### config.mk
export PLATFORM = sky130hd
export DESIGN_NAME = decode_stage
export DESIGN_NICKNAME = d
export VERILOG_FILES = /design/src/rtl/decode_pkg.sv /design/src/rtl/decode_comb.sv /design/src/rtl/decode_stage.sv
export SDC_FILE = /design/constraint.sdc
export NUM_CORES = 1
export LEC_CHECK = 0
export ABC_CLOCK_PERIOD_IN_PS = 3440
export BUFFER_PORTS_ARGS = -buffer_cell sky130_fd_sc_hd__buf_2
export CAP_MARGIN = 20
export CORE_MARGIN = 4
export CORE_UTILIZATION = 50
export DETAILED_ROUTE_END_ITERATION = 10
export PLACE_DENSITY = 0.77
export SYNTH_ARGS = -nofsm -noshare
export SYNTH_HDL_FRONTEND = slang
export SYNTH_SLANG_ARGS = --single-unit
### constraint.sdc
create_clock -name clock -period 3.44 [get_ports clock]
set_clock_uncertainty 0.05 [all_clocks]
set_input_delay 0.516 -clock clock [delete_from_list [all_inputs] [get_ports clock]]
set_output_delay 0.516 -clock clock [all_outputs]
set_load 0.05 [all_outputs]
### src/rtl/decode_pkg.sv
// Shared types for the RV32I/RV32E decode stage: opcodes, function fields, kinds, queue entry, error causes.
// The M-extension kinds are always declared; DECODE_MEXT_EN in decode_comb decides whether they are produced.
package decode_pkg;

    localparam int REG_FIELD_W = 5;

    typedef enum logic [6:0] {
        OPC_LOAD     = 7'b0000011,
        OPC_MISC_MEM = 7'b0001111,
        OPC_OP_IMM   = 7'b0010011,
        OPC_AUIPC    = 7'b0010111,
        OPC_STORE    = 7'b0100011,
        OPC_OP       = 7'b0110011,
        OPC_LUI      = 7'b0110111,
        OPC_BRANCH   = 7'b1100011,
        OPC_JALR     = 7'b1100111,
        OPC_JAL      = 7'b1101111,
        OPC_SYSTEM   = 7'b1110011
    } opcode_e;

    typedef enum logic [2:0] {
        F3_ADD = 3'd0, F3_SLL = 3'd1, F3_SLT = 3'd2, F3_SLTU = 3'd3,
        F3_XOR = 3'd4, F3_SR  = 3'd5, F3_OR  = 3'd6, F3_AND  = 3'd7
    } alu_f3_e;

    typedef enum logic [2:0] {
        F3_BEQ = 3'd0, F3_BNE = 3'd1, F3_BLT = 3'd4,
        F3_BGE = 3'd5, F3_BLTU = 3'd6, F3_BGEU = 3'd7
    } branch_f3_e;

    typedef enum logic [6:0] {
        F7_BASE   = 7'b0000000,
        F7_MULDIV = 7'b0000001,
        F7_ALT    = 7'b0100000
    } funct7_e;

    typedef enum logic [5:0] {
        INST_NOP = 6'd0,
        INST_LUI, INST_AUIPC, INST_JAL, INST_JALR,
        INST_BEQ, INST_BNE, INST_BLT, INST_BGE, INST_BLTU, INST_BGEU,
        INST_LB, INST_LH, INST_LW, INST_LBU, INST_LHU,
        INST_SB, INST_SH, INST_SW,
        INST_ADDI, INST_SLTI, INST_SLTIU, INST_XORI, INST_ORI, INST_ANDI,
        INST_SLLI, INST_SRLI, INST_SRAI,
        INST_ADD, INST_SUB, INST_SLL, INST_SLT, INST_SLTU,
        INST_XOR, INST_SRL, INST_SRA, INST_OR, INST_AND,
        INST_MUL, INST_MULH, INST_MULHSU, INST_MULHU,
        INST_DIV, INST_DIVU, INST_REM, INST_REMU
    } instruction_kind;

    typedef struct packed {
        instruction_kind         kind;
        logic [31:0]             address;
        logic [31:0]             immediate;
        logic [REG_FIELD_W-1:0]  rd;
        logic [REG_FIELD_W-1:0]  rs1;
        logic [REG_FIELD_W-1:0]  rs2;
        logic                    uses_rd;
        logic                    uses_rs1;
        logic                    uses_rs2;
    } decoded_entry;

    typedef enum logic [1:0] {
        ERR_NONE           = 2'd0,
        ERR_ILLEGAL_OPCODE = 2'd1,
        ERR_ILLEGAL_FUNCT  = 2'd2,
        ERR_REG_RANGE      = 2'd3
    } err_cause_e;

endpackage

### src/rtl/decode_comb.sv
// Pure combinational RV32I/RV32E decode: raw encoding + PC in, queue entry + error cause out.
// DECODE_MEXT_EN enables the M-extension kinds for OP with funct7 = 0000001.
module decode_comb
    import decode_pkg::*;
#(
    parameter int NUM_REGS = 16
) (
    input  logic [31:0]  instruction_i,
    input  logic [31:0]  address_i,
    output decoded_entry entry_o,
    output err_cause_e   cause_o
);

    localparam logic [5:0] NR = 6'(NUM_REGS);

    logic [31:0] ins;
    logic [2:0]  f3;
    logic [6:0]  f7;
    logic [31:0] imm_i, imm_s, imm_b, imm_u, imm_j, imm_sh;
    logic [31:0] imm;
    logic        use_rd, use_rs1, use_rs2, bad_op, bad_fn, bad_reg;

    assign ins    = instruction_i;
    assign f3     = ins[14:12];
    assign f7     = ins[31:25];
    assign imm_i  = {{20{ins[31]}}, ins[31:20]};
    assign imm_s  = {{20{ins[31]}}, ins[31:25], ins[11:7]};
    assign imm_b  = {{19{ins[31]}}, ins[31], ins[7], ins[30:25], ins[11:8], 1'b0};
    assign imm_u  = {ins[31:12], 12'b0};
    assign imm_j  = {{11{ins[31]}}, ins[31], ins[19:12], ins[20], ins[30:21], 1'b0};
    assign imm_sh = {27'b0, ins[24:20]};

    always_comb begin
        entry_o         = '0;
        entry_o.kind    = INST_NOP;
        entry_o.address = address_i;
        imm     = '0;
        use_rd  = 1'b0;
        use_rs1 = 1'b0;
        use_rs2 = 1'b0;
        bad_op  = 1'b0;
        bad_fn  = 1'b0;
        case (ins[6:0])
            OPC_LUI:   begin entry_o.kind = INST_LUI;   use_rd = 1'b1; imm = imm_u; end
            OPC_AUIPC: begin entry_o.kind = INST_AUIPC; use_rd = 1'b1; imm = imm_u; end
            OPC_JAL:   begin entry_o.kind = INST_JAL;   use_rd = 1'b1; imm = imm_j; end
            OPC_JALR: begin
                entry_o.kind = INST_JALR;
                use_rd = 1'b1; use_rs1 = 1'b1; imm = imm_i;
            end
            OPC_OP_IMM: begin
                use_rd = 1'b1; use_rs1 = 1'b1; imm = imm_i;
                case (f3)
                    F3_ADD:  entry_o.kind = INST_ADDI;
                    F3_SLT:  entry_o.kind = INST_SLTI;
                    F3_SLTU: entry_o.kind = INST_SLTIU;
                    F3_XOR:  entry_o.kind = INST_XORI;
                    F3_OR:   entry_o.kind = INST_ORI;
                    F3_AND:  entry_o.kind = INST_ANDI;
                    F3_SLL: begin
                        entry_o.kind = INST_SLLI;
                        imm = imm_sh;
                        bad_fn = (f7 != F7_BASE);
                    end
                    default: begin
                        imm = imm_sh;
                        if (f7 == F7_BASE)     entry_o.kind = INST_SRLI;
                        else if (f7 == F7_ALT) entry_o.kind = INST_SRAI;
                        else                   bad_fn = 1'b1;
                    end
                endcase
            end
            OPC_OP: begin
                use_rd = 1'b1; use_rs1 = 1'b1; use_rs2 = 1'b1;
                case (f7)
                    F7_BASE: begin
                        case (f3)
                            F3_ADD:  entry_o.kind = INST_ADD;
                            F3_SLL:  entry_o.kind = INST_SLL;
                            F3_SLT:  entry_o.kind = INST_SLT;
                            F3_SLTU: entry_o.kind = INST_SLTU;
                            F3_XOR:  entry_o.kind = INST_XOR;
                            F3_SR:   entry_o.kind = INST_SRL;
                            F3_OR:   entry_o.kind = INST_OR;
                            default: entry_o.kind = INST_AND;
                        endcase
                    end
                    F7_ALT: begin
                        if (f3 == F3_ADD)     entry_o.kind = INST_SUB;
                        else if (f3 == F3_SR) entry_o.kind = INST_SRA;
                        else                  bad_fn = 1'b1;
                    end
`ifdef DECODE_MEXT_EN
                    F7_MULDIV: begin
                        case (f3)
                            3'd0:    entry_o.kind = INST_MUL;
                            3'd1:    entry_o.kind = INST_MULH;
                            3'd2:    entry_o.kind = INST_MULHSU;
                            3'd3:    entry_o.kind = INST_MULHU;
                            3'd4:    entry_o.kind = INST_DIV;
                            3'd5:    entry_o.kind = INST_DIVU;
                            3'd6:    entry_o.kind = INST_REM;
                            default: entry_o.kind = INST_REMU;
                        endcase
                    end
`endif
                    default: bad_fn = 1'b1;
                endcase
            end
            OPC_BRANCH: begin
                use_rs1 = 1'b1; use_rs2 = 1'b1; imm = imm_b;
                case (f3)
                    F3_BEQ:  entry_o.kind = INST_BEQ;
                    F3_BNE:  entry_o.kind = INST_BNE;
                    F3_BLT:  entry_o.kind = INST_BLT;
                    F3_BGE:  entry_o.kind = INST_BGE;
                    F3_BLTU: entry_o.kind = INST_BLTU;
                    F3_BGEU: entry_o.kind = INST_BGEU;
                    default: bad_fn = 1'b1;
                endcase
            end
            OPC_LOAD: begin
                use_rd = 1'b1; use_rs1 = 1'b1; imm = imm_i;
                case (f3)
                    3'd0:    entry_o.kind = INST_LB;
                    3'd1:    entry_o.kind = INST_LH;
                    3'd2:    entry_o.kind = INST_LW;
                    3'd4:    entry_o.kind = INST_LBU;
                    3'd5:    entry_o.kind = INST_LHU;
                    default: bad_fn = 1'b1;
                endcase
            end
            OPC_STORE: begin
                use_rs1 = 1'b1; use_rs2 = 1'b1; imm = imm_s;
                case (f3)
                    3'd0:    entry_o.kind = INST_SB;
                    3'd1:    entry_o.kind = INST_SH;
                    3'd2:    entry_o.kind = INST_SW;
                    default: bad_fn = 1'b1;
                endcase
            end
            OPC_MISC_MEM, OPC_SYSTEM: entry_o.kind = INST_NOP;
            default: bad_op = 1'b1;
        endcase

        // Unused fields read as zero so they never alias a real register.
        entry_o.immediate = imm;
        entry_o.uses_rd   = use_rd;
        entry_o.uses_rs1  = use_rs1;
        entry_o.uses_rs2  = use_rs2;
        entry_o.rd        = use_rd  ? ins[11:7]  : '0;
        entry_o.rs1       = use_rs1 ? ins[19:15] : '0;
        entry_o.rs2       = use_rs2 ? ins[24:20] : '0;

        bad_reg = ({1'b0, entry_o.rd}  >= NR && use_rd)
               || ({1'b0, entry_o.rs1} >= NR && use_rs1)
               || ({1'b0, entry_o.rs2} >= NR && use_rs2);

        if (bad_op)       cause_o = ERR_ILLEGAL_OPCODE;
        else if (bad_fn)  cause_o = ERR_ILLEGAL_FUNCT;
        else if (bad_reg) cause_o = ERR_REG_RANGE;
        else              cause_o = ERR_NONE;
    end

endmodule

### src/rtl/decode_stage.sv
// Decode stage top: fetch handshake, DEPTH-entry output queue, flush and latched error report.
// Optional M-extension decode is selected by DECODE_MEXT_EN (see decode_comb).
module decode_stage
    import decode_pkg::*;
#(
    parameter int NUM_REGS = 16,
    parameter int DEPTH    = 2,
    localparam int RW      = $clog2(NUM_REGS)
) (
    input  logic            clock,
    input  logic            nreset,
    input  logic            in_valid,
    output logic            in_ready,
    input  logic [31:0]     in_instruction,
    input  logic [31:0]     in_address,
    output logic            out_valid,
    input  logic            out_ready,
    output instruction_kind out_kind,
    output logic [31:0]     out_address,
    output logic [31:0]     out_immediate,
    output logic [RW-1:0]   out_rd,
    output logic [RW-1:0]   out_rs1,
    output logic [RW-1:0]   out_rs2,
    output logic            out_uses_rd,
    output logic            out_uses_rs1,
    output logic            out_uses_rs2,
    output logic [RW-1:0]   rf_read_loc_1,
    output logic [RW-1:0]   rf_read_loc_2,
    input  logic            flush,
    output logic            err_valid,
    output logic [1:0]      err_cause,
    output logic [31:0]     err_instruction,
    output logic [31:0]     err_address,
    input  logic            err_clear
);

    localparam int PW = (DEPTH > 1) ? $clog2(DEPTH) : 1;
    localparam int CW = $clog2(DEPTH + 1);

    decoded_entry dec_entry;
    err_cause_e   dec_cause;

    decode_comb #(.NUM_REGS(NUM_REGS)) u_decode (
        .instruction_i (in_instruction),
        .address_i     (in_address),
        .entry_o       (dec_entry),
        .cause_o       (dec_cause)
    );

    decoded_entry    mem_q [DEPTH];
    decoded_entry    head;
    logic [PW-1:0]   wr_q, wr_d, rd_q, rd_d;
    logic [CW-1:0]   count_q, count_d;
    logic            err_valid_q, err_valid_d;
    err_cause_e      err_cause_q, err_cause_d;
    logic [31:0]     err_instr_q, err_instr_d, err_addr_q, err_addr_d;
    logic            accept, push, pop, capture;

    function automatic logic [PW-1:0] wrap_inc(input logic [PW-1:0] p);
        return (p == PW'(DEPTH - 1)) ? '0 : p + 1'b1;
    endfunction

    assign in_ready = !err_valid_q && (count_q < CW'(DEPTH));
    assign accept   = in_valid && in_ready && !flush;
    assign push     = accept && (dec_cause == ERR_NONE);
    assign capture  = accept && (dec_cause != ERR_NONE);
    assign pop      = out_valid && out_ready && !flush;

    always_comb begin
        wr_d        = wr_q;
        rd_d        = rd_q;
        count_d     = count_q;
        err_valid_d = err_valid_q;
        err_cause_d = err_cause_q;
        err_instr_d = err_instr_q;
        err_addr_d  = err_addr_q;
        if (flush) begin
            wr_d    = '0;
            rd_d    = '0;
            count_d = '0;
        end else begin
            if (push) wr_d = wrap_inc(wr_q);
            if (pop)  rd_d = wrap_inc(rd_q);
            if (push && !pop)      count_d = count_q + 1'b1;
            else if (pop && !push) count_d = count_q - 1'b1;
        end
        // A fresh error outranks a clear in the same cycle.
        if (capture) begin
            err_valid_d = 1'b1;
            err_cause_d = dec_cause;
            err_instr_d = in_instruction;
            err_addr_d  = in_address;
        end else if (err_clear) begin
            err_valid_d = 1'b0;
            err_cause_d = ERR_NONE;
            err_instr_d = '0;
            err_addr_d  = '0;
        end
    end

    always_ff @(posedge clock or negedge nreset) begin
        if (!nreset) begin
            wr_q        <= '0;
            rd_q        <= '0;
            count_q     <= '0;
            err_valid_q <= 1'b0;
            err_cause_q <= ERR_NONE;
            err_instr_q <= '0;
            err_addr_q  <= '0;
        end else begin
            wr_q        <= wr_d;
            rd_q        <= rd_d;
            count_q     <= count_d;
            err_valid_q <= err_valid_d;
            err_cause_q <= err_cause_d;
            err_instr_q <= err_instr_d;
            err_addr_q  <= err_addr_d;
        end
    end

    always_ff @(posedge clock) begin
        if (push) mem_q[wr_q] <= dec_entry;
    end

    // Outputs are forced to zero while empty so reset and drained states look identical.
    assign head          = mem_q[rd_q];
    assign out_valid     = (count_q != '0);
    assign out_kind      = out_valid ? head.kind : INST_NOP;
    assign out_address   = out_valid ? head.address : '0;
    assign out_immediate = out_valid ? head.immediate : '0;
    assign out_rd        = out_valid ? head.rd[RW-1:0] : '0;
    assign out_rs1       = out_valid ? head.rs1[RW-1:0] : '0;
    assign out_rs2       = out_valid ? head.rs2[RW-1:0] : '0;
    assign out_uses_rd   = out_valid && head.uses_rd;
    assign out_uses_rs1  = out_valid && head.uses_rs1;
    assign out_uses_rs2  = out_valid && head.uses_rs2;
    assign rf_read_loc_1 = (out_valid && head.uses_rs1) ? head.rs1[RW-1:0] : '0;
    assign rf_read_loc_2 = (out_valid && head.uses_rs2) ? head.rs2[RW-1:0] : '0;

    generate
        if (RW < REG_FIELD_W) begin : g_narrow_rf
            // Queued entries already passed the range check, so the high field bits are always zero.
            logic unused_hi;
            assign unused_hi = ^{head.rd[REG_FIELD_W-1:RW], head.rs1[REG_FIELD_W-1:RW],
                                 head.rs2[REG_FIELD_W-1:RW]};
        end
    endgenerate

    assign err_valid       = err_valid_q;
    assign err_cause       = err_cause_q;
    assign err_instruction = err_instr_q;
    assign err_address     = err_addr_q;

endmodule

==> results.toml, run 1 <==
[run_status]
outcome = "finished, final reports clean"

[critical_path]
worst-r2r-setup-slack_ns = 1.18
slowest_delay_ns = 0.86
critPathRequiredTime_ns = 2.87
critPathCapture = "out_immediate[13]"
startpoint_type = "flip-flop"
cp_max_fo = 35
worst_setup_path_end_kind = "primary output"
r2r_cells = 7
r2r-end = "mem_q[0][25]"
critPathKind = "reg2out"
slowest_stage = "dfrtp_4"
rr_startpoint = "count_q[1]"
cp.arrival_ns = 2.43
path_cells = "buf_4 -> mux2i_1 -> nor2_1 -> buf_2"
startpoint = "rd_q"

[yosys]
syn_area_per_cell_um2 = 13.20
synth_top_area_cell = "edfxtp_1"
ys_types = 59
ys.warnings.count = 0
async_reset_ff_share_pct = 29.46
ys_ff_latch = 241
synth_area_leaders = "edfxtp_1, dfrtp_1, mux2i_1"
synth_top_area_share_pct = 46.67
netlist_instances = 829
syn_nets = 899
synth-main-ff-cell = "edfxtp_1"
ys_seq_area_share_pct = 62.91
synth_edf_count = 170
synth_area_um2 = 10940

[clock_tree]
clk_latency_ns = 0.51
cts_root_buf = "clkbuf_16"
cts.sinks = 241
htree_levels = 1
numCtsBuffers = 25
ctsResizeCount = 0
cts_tree = "done"
clockBufferDepth = 3
clk_pin_slew_ns = 0.06

[cells_and_area]
layout-drive-gt1-share_pct = 31.51
regArea_um2 = 6885
fill_cells = 1651
fin_nets = 1131
syn_to_final_growth_pct = 21.88
stdcell_count = 1357
multiInputGateArea_um2 = 3787

[timing]
finalCritPeriodShare_pct = 87.14
drv_slew = 0
setup_viol = 0
tightest_slew_ns = 0.7881
layout_min_cycle_time_ns = 2.998
hold_viol_final = 0
relSlewSlack_pct = 47.27
tns_ns = 0
fmax_mhz = 333.6
rsz0062_at_grt = "no"

[detailed_routing]
avgViaCountPerCell = 5.487
wl_per_cell_um = 20.02
totalWireLength_mm = 27.17
vias = 7446
ant_nets = 0
drt_iter0_drc = 454
drcViolationCount = 0
dr.pass1.iters = 5

[global_routing]
grtUsageTotal_pct = 21.93
gr-total-overflow = 0
grt_max_degree = 72
grt_pass1_vias = 7655
grt_pass1_wl_mm = 42.16
antenna_found_initial = 6

[floorplan]
die_h_um = 155.9
die_w_um = 155.9
num_io_pins = 232
rows = 53
die-area_um2 = 24310
initial_core_util_pct = 51.39
coreArea_um2 = 21290

[job]
drv_cap = 0

[placement]
dp_hpwl_mm = 18.46
port_buffers = 231
numPlacedInstances = 1307
gp_congestion = 0.8818

[power_and_ir_drop]
p_leak_uw = 0.005829
total_power_uw = 6515
p_per_area_nw_per_um2 = 488.7
ir_worst_vdd_uv = 299.0

[min_path]
hp-class = "in2reg"
==> metrics by stage <==
| stage | util, % | setup WS [ns] | hold WS, ns | instance area, um2 |
|---|---|---|---|---|
| floorplan | - | 0.008265 | 0.1704 | 10960 |
| global placement | 58.82 | 0.4486 | 0.4757 | 12520 |
| detailed placement | 58.82 | 0.3912 | 0.4801 | 12520 |
| CTS | 62.42 | 0.4501 | 0.1382 | 13290 |
| global route | 62.63 | 0.3696 | 0.1427 | 13330 |
| finish | 62.63 | 0.4423 | 0.1544 | 13330 |
==> per-layer routing <==
metal	routed length (um)	up-vias	global-route usage, %
met5	22	-	0
met4	649	6	6.920
met3	1814	53	4.161
met2	13490	241	37.32
met1	11190	3681	28.63
li1	-	3465	-
==> area by class of cell <==
| class | count | share of cell area, % |
|---|---|---|
| clock inverters | 11 | 0.8071 |
| diodes | 3 | 0.05631 |
| clock buffers | 34 | 4.946 |
| multi-input cells | 521 | 28.41 |
| flip-flops and latches | 241 | 51.64 |
| well taps | 275 | 2.581 |
| repair buffers | 255 | 11.05 |
| inverters | 17 | 0.5068 |
==> where the power goes <==
part           internal [uW]  switching (uW)
logic                    233             515
clock network           1490            1060
registers               3170            39.9
==> flip-flops by register name, indices dropped and copies added, names as in the netlist <==
name,cells
wr_q,1
rd_q,1
err_address,32
err_valid,1
count_q,2
err_instruction,32
err_cause,2
mem_q,170
==> kinds of logic after synthesis <==
kind of cell	synth area share, %
AND/OR/NAND/NOR	12.94
flip-flops	62.91
multiplexers	15.69
AO/OA/AOI/OAI	5.547
buffers and inverters	2.756
XOR/XNOR	0.1602
==> cell usage after synthesis, types with 8 or more instances <==
| master | n |
|---|---|
| a21o_1 | 12 |
| a21oi_1 | 19 |
| and2_1 | 14 |
| clkbuf_1 | 33 |
| dfrtp_1 | 71 |
| edfxtp_1 | 170 |
| inv_1 | 15 |
| mux2_1 | 15 |
| mux2_4 | 39 |
| mux2i_1 | 95 |
| nand2_1 | 21 |
| nand2b_1 | 14 |
| nand3_1 | 8 |
| nor2_1 | 122 |
| nor2b_1 | 62 |
| nor3_1 | 12 |
| o22ai_1 | 9 |
==> what timing repair did <==
item,in CTS,in global routing
hold buffers,0,1
endpoints found under the hold margin,0,15
setup buffers,0,0
==> worst min path at each step <==
stage | endpoint | from | cells after the start
5_1_grt | mem_q[0][69] | in_address[19] | 1
6_report | mem_q[0][69] | in_address[19] | 1
3_3_place_gp | err_instruction[30] | err_instruction[30] | 2
2_1_floorplan | count_q[0] | nreset | 0
4_1_cts | mem_q[0][69] | in_address[19] | 1
3_5_place_dp | err_instruction[12] | err_instruction[12] | 2
==> critical path: cells and delay by family, from the launching register on <==
kind                   cells  cell delay, ns
and+or+nand+nor            1            0.07
DFF                        1            0.86
muxes                      1            0.30
buffers and inverters      2            0.67
==> layout by cell type (no fill, tap or decap), drive strengths merged, types with 4 or more instances in the layout <==
cell    Yosys  routed
nor3       12      12
nand3       8       8
a31oi       4       4
nand4       5       5
dfrtp      71      71
and2       14      14
mux2i      95      95
o21ai      14      14
nand2      21      21
edfxtp    170     170
a21oi      19      19
mux2       55      55
nor2      122     122
inv        16      16
nor2b      62      62
clkinv      1       9
a22o        4       4
o22ai       9       9
clkbuf     33      34
and3        4       4
nand2b     14      14
buf        17     254
a21o       12      12
nand3b      5       5
Power figures use the tool's default switching activity.
==> inputs of run 2 (changes only) <==
--- a/config.mk
+++ b/config.mk
@@ -11,7 +11,7 @@
 export CORE_MARGIN = 4
 export CORE_UTILIZATION = 50
 export DETAILED_ROUTE_END_ITERATION = 10
-export PLACE_DENSITY = 0.77
+export PLACE_DENSITY = 0.84
 export SYNTH_ARGS = -nofsm -noshare
 export SYNTH_HDL_FRONTEND = slang
 export SYNTH_SLANG_ARGS = --single-unit
==> results.toml, run 2 (synthesis gave the netlist of run 1 again) <==
[detailed_routing]
ant_nets = 0
totalWireLength_mm = 26.56
vias = 7401
drt_iter0_drc = 436
wl_met1_mm = 11.41
wl_met2_mm = 13.02
wl_per_cell_um = 19.66
wl_met3_mm = 1.521
top_layer = "met5"
avgViaCountPerCell = 5.478
drcViolationCount = 0
dr.pass1.iters = 5

[floorplan]
die-area_um2 = 24310
coreArea_um2 = 21290
die_h_um = 155.9
num_io_pins = 232
rows = 53
initial_core_util_pct = 51.39
die_w_um = 155.9

[cells_and_area]
final_cell_mix = "buf_2, edfxtp_1, nor2_1"
layout-drive-gt1-share_pct = 31.56
syn_to_final_growth_pct = 21.62
stdcell_count = 1351
fin_nets = 1126
largest_register_ffs = 170
mostFrequentLayoutCell = "buf_2"
top_register = "mem_q"

[run_status]
outcome = "finished, final reports clean"

[timing]
tightest_slew_ns = 0.7686
fmax_mhz = 351.7
layout_min_cycle_time_ns = 2.844
relSlewSlack_pct = 48.57
finalCritPeriodShare_pct = 82.66
fin_ws_ns = 0.5964
hold_viol_final = 0
drv_slew = 0
rsz0062_at_grt = "no"
tns_ns = 0
setup_viol = 0

[clock_tree]
numCtsBuffers = 25
postCtsSetupRepairBufs = 0
clockBufferDepth = 3
cts.sinks = 241
cts_tree = "done"
htree_levels = 1
clk_pin_slew_ns = 0.06
cts_root_buf = "clkbuf_16"
clk_latency_ns = 0.50

[placement]
gp_congestion = 0.8448
numPlacedInstances = 1302
port_buffers = 231
dpl_worst_slack_ns = 0.4322
dp_hpwl_mm = 18.16

[global_routing]
grt_max_degree = 72
antenna_found_initial = 3
grt_pass1_vias = 7524
gr-total-overflow = 0
grtUsageTotal_pct = 21.32
grt_pass1_wl_mm = 40.99

[critical_path]
critPathRequiredTime_ns = 2.87
slowest_stage = "dfrtp_4"
cp_max_fo = 32
critPathKind = "reg2out"
slowest_delay_ns = 0.81
critPathCapture = "rf_read_loc_1[0]"
path_cells = "mux2_2 -> nand2_1 -> nor2_1 -> buf_2"
worst_setup_path_end_kind = "primary output"
startpoint_type = "flip-flop"
path_depth = 4
rr_startpoint = "count_q[1]"
worst-r2r-setup-slack_ns = 1.23
cp.arrival_ns = 2.28
r2r-end = "mem_q[1][80]"
crit_buf_inv = 1
cpLargestDelayFamily = "flip-flops"
r2r_cells = 6
startpoint = "rd_q"

[power_and_ir_drop]
combPwrFrac_pct = 11.2
total_power_uw = 6636
p_sw_share_pct = 24.24
p_sw_uw = 1608
p_per_area_nw_per_um2 = 498.8
p_leak_uw = 0.005810
sequentialPowerShare_pct = 48.4
intPower_uw = 5028
ir_worst_vdd_uv = 305.3
pwr-share-clk_pct = 40.4

[min_path]
hp-class = "in2reg"

[job]
drv_cap = 0
[run 2: power by group through the flow]
stage / clock (uW) / sequential [uW] / combinational [uW]
5_1_grt: 2850 / 3220 / 785
4_1_cts: 2730 / 3210 / 741
3_5_place_dp: 0 / 3270 / 739
6_report: 2680 / 3210 / 743
3_3_place_gp: 0 / 3270 / 723
2_1_floorplan: 0 / 3500 / 276
[run 2: stage by stage]
step | cell area, um2 | hold slack (ns) | utilization (%)
final | 13300 | 0.1700 | 62.50
after global routing | 13300 | 0.1546 | 62.50
after CTS | 13260 | 0.1500 | 62.30
after detailed placement | 12430 | 0.4850 | 58.41
after global placement | 12430 | 0.4826 | 58.41
after floorplan | 10960 | 0.1704 | -
[run 2: worst min path at each step]
stage | start | endpoint | slack (ns) | depth (start not counted)
after floorplan | nreset | count_q[0] | 0.17 | 0
after global placement | err_instruction[12] | err_instruction[12] | 0.48 | 2
after detailed placement | err_instruction[27] | err_instruction[27] | 0.48 | 2
after CTS | in_address[13] | mem_q[1][63] | 0.15 | 1
after global routing | in_address[13] | mem_q[1][63] | 0.15 | 1
final | in_address[13] | mem_q[1][63] | 0.17 | 1
[run 2: metal layers]
metal  global-route usage, %  vias up
li1                        -     3447
met1                   29.47     3664
met2                   35.48      246
met3                   2.857       42
met4                   6.419        2
met5                       0        -
[run 2: what timing repair did]
action / in CTS / in global routing
hold buffers: 0 / 1
gates resized for setup: 0 / 0
endpoints found under the hold margin: 0 / 16
[run 2: layout make-up]
type	instances	area, um2
Clock inverter	12	142.6
Fill cell	1657	7983
Clock buffer	33	685.7
Tap cell	275	344.1
Antenna cell	2	5.005
Inverter	17	67.56
Timing Repair Buffer	250	1386
Multi-Input combinational cell	521	3787
Sequential cell	241	6885
[run 2: worst register-to-register path, stage by stage, from the launching register on]
cell	delay, ns
dfrtp_1	0.46
nor2_2	0.12
nand3b_1	0.14
nor4_1	0.27
buf_4	0.19
and3_4	0.20
buf_4	0.41
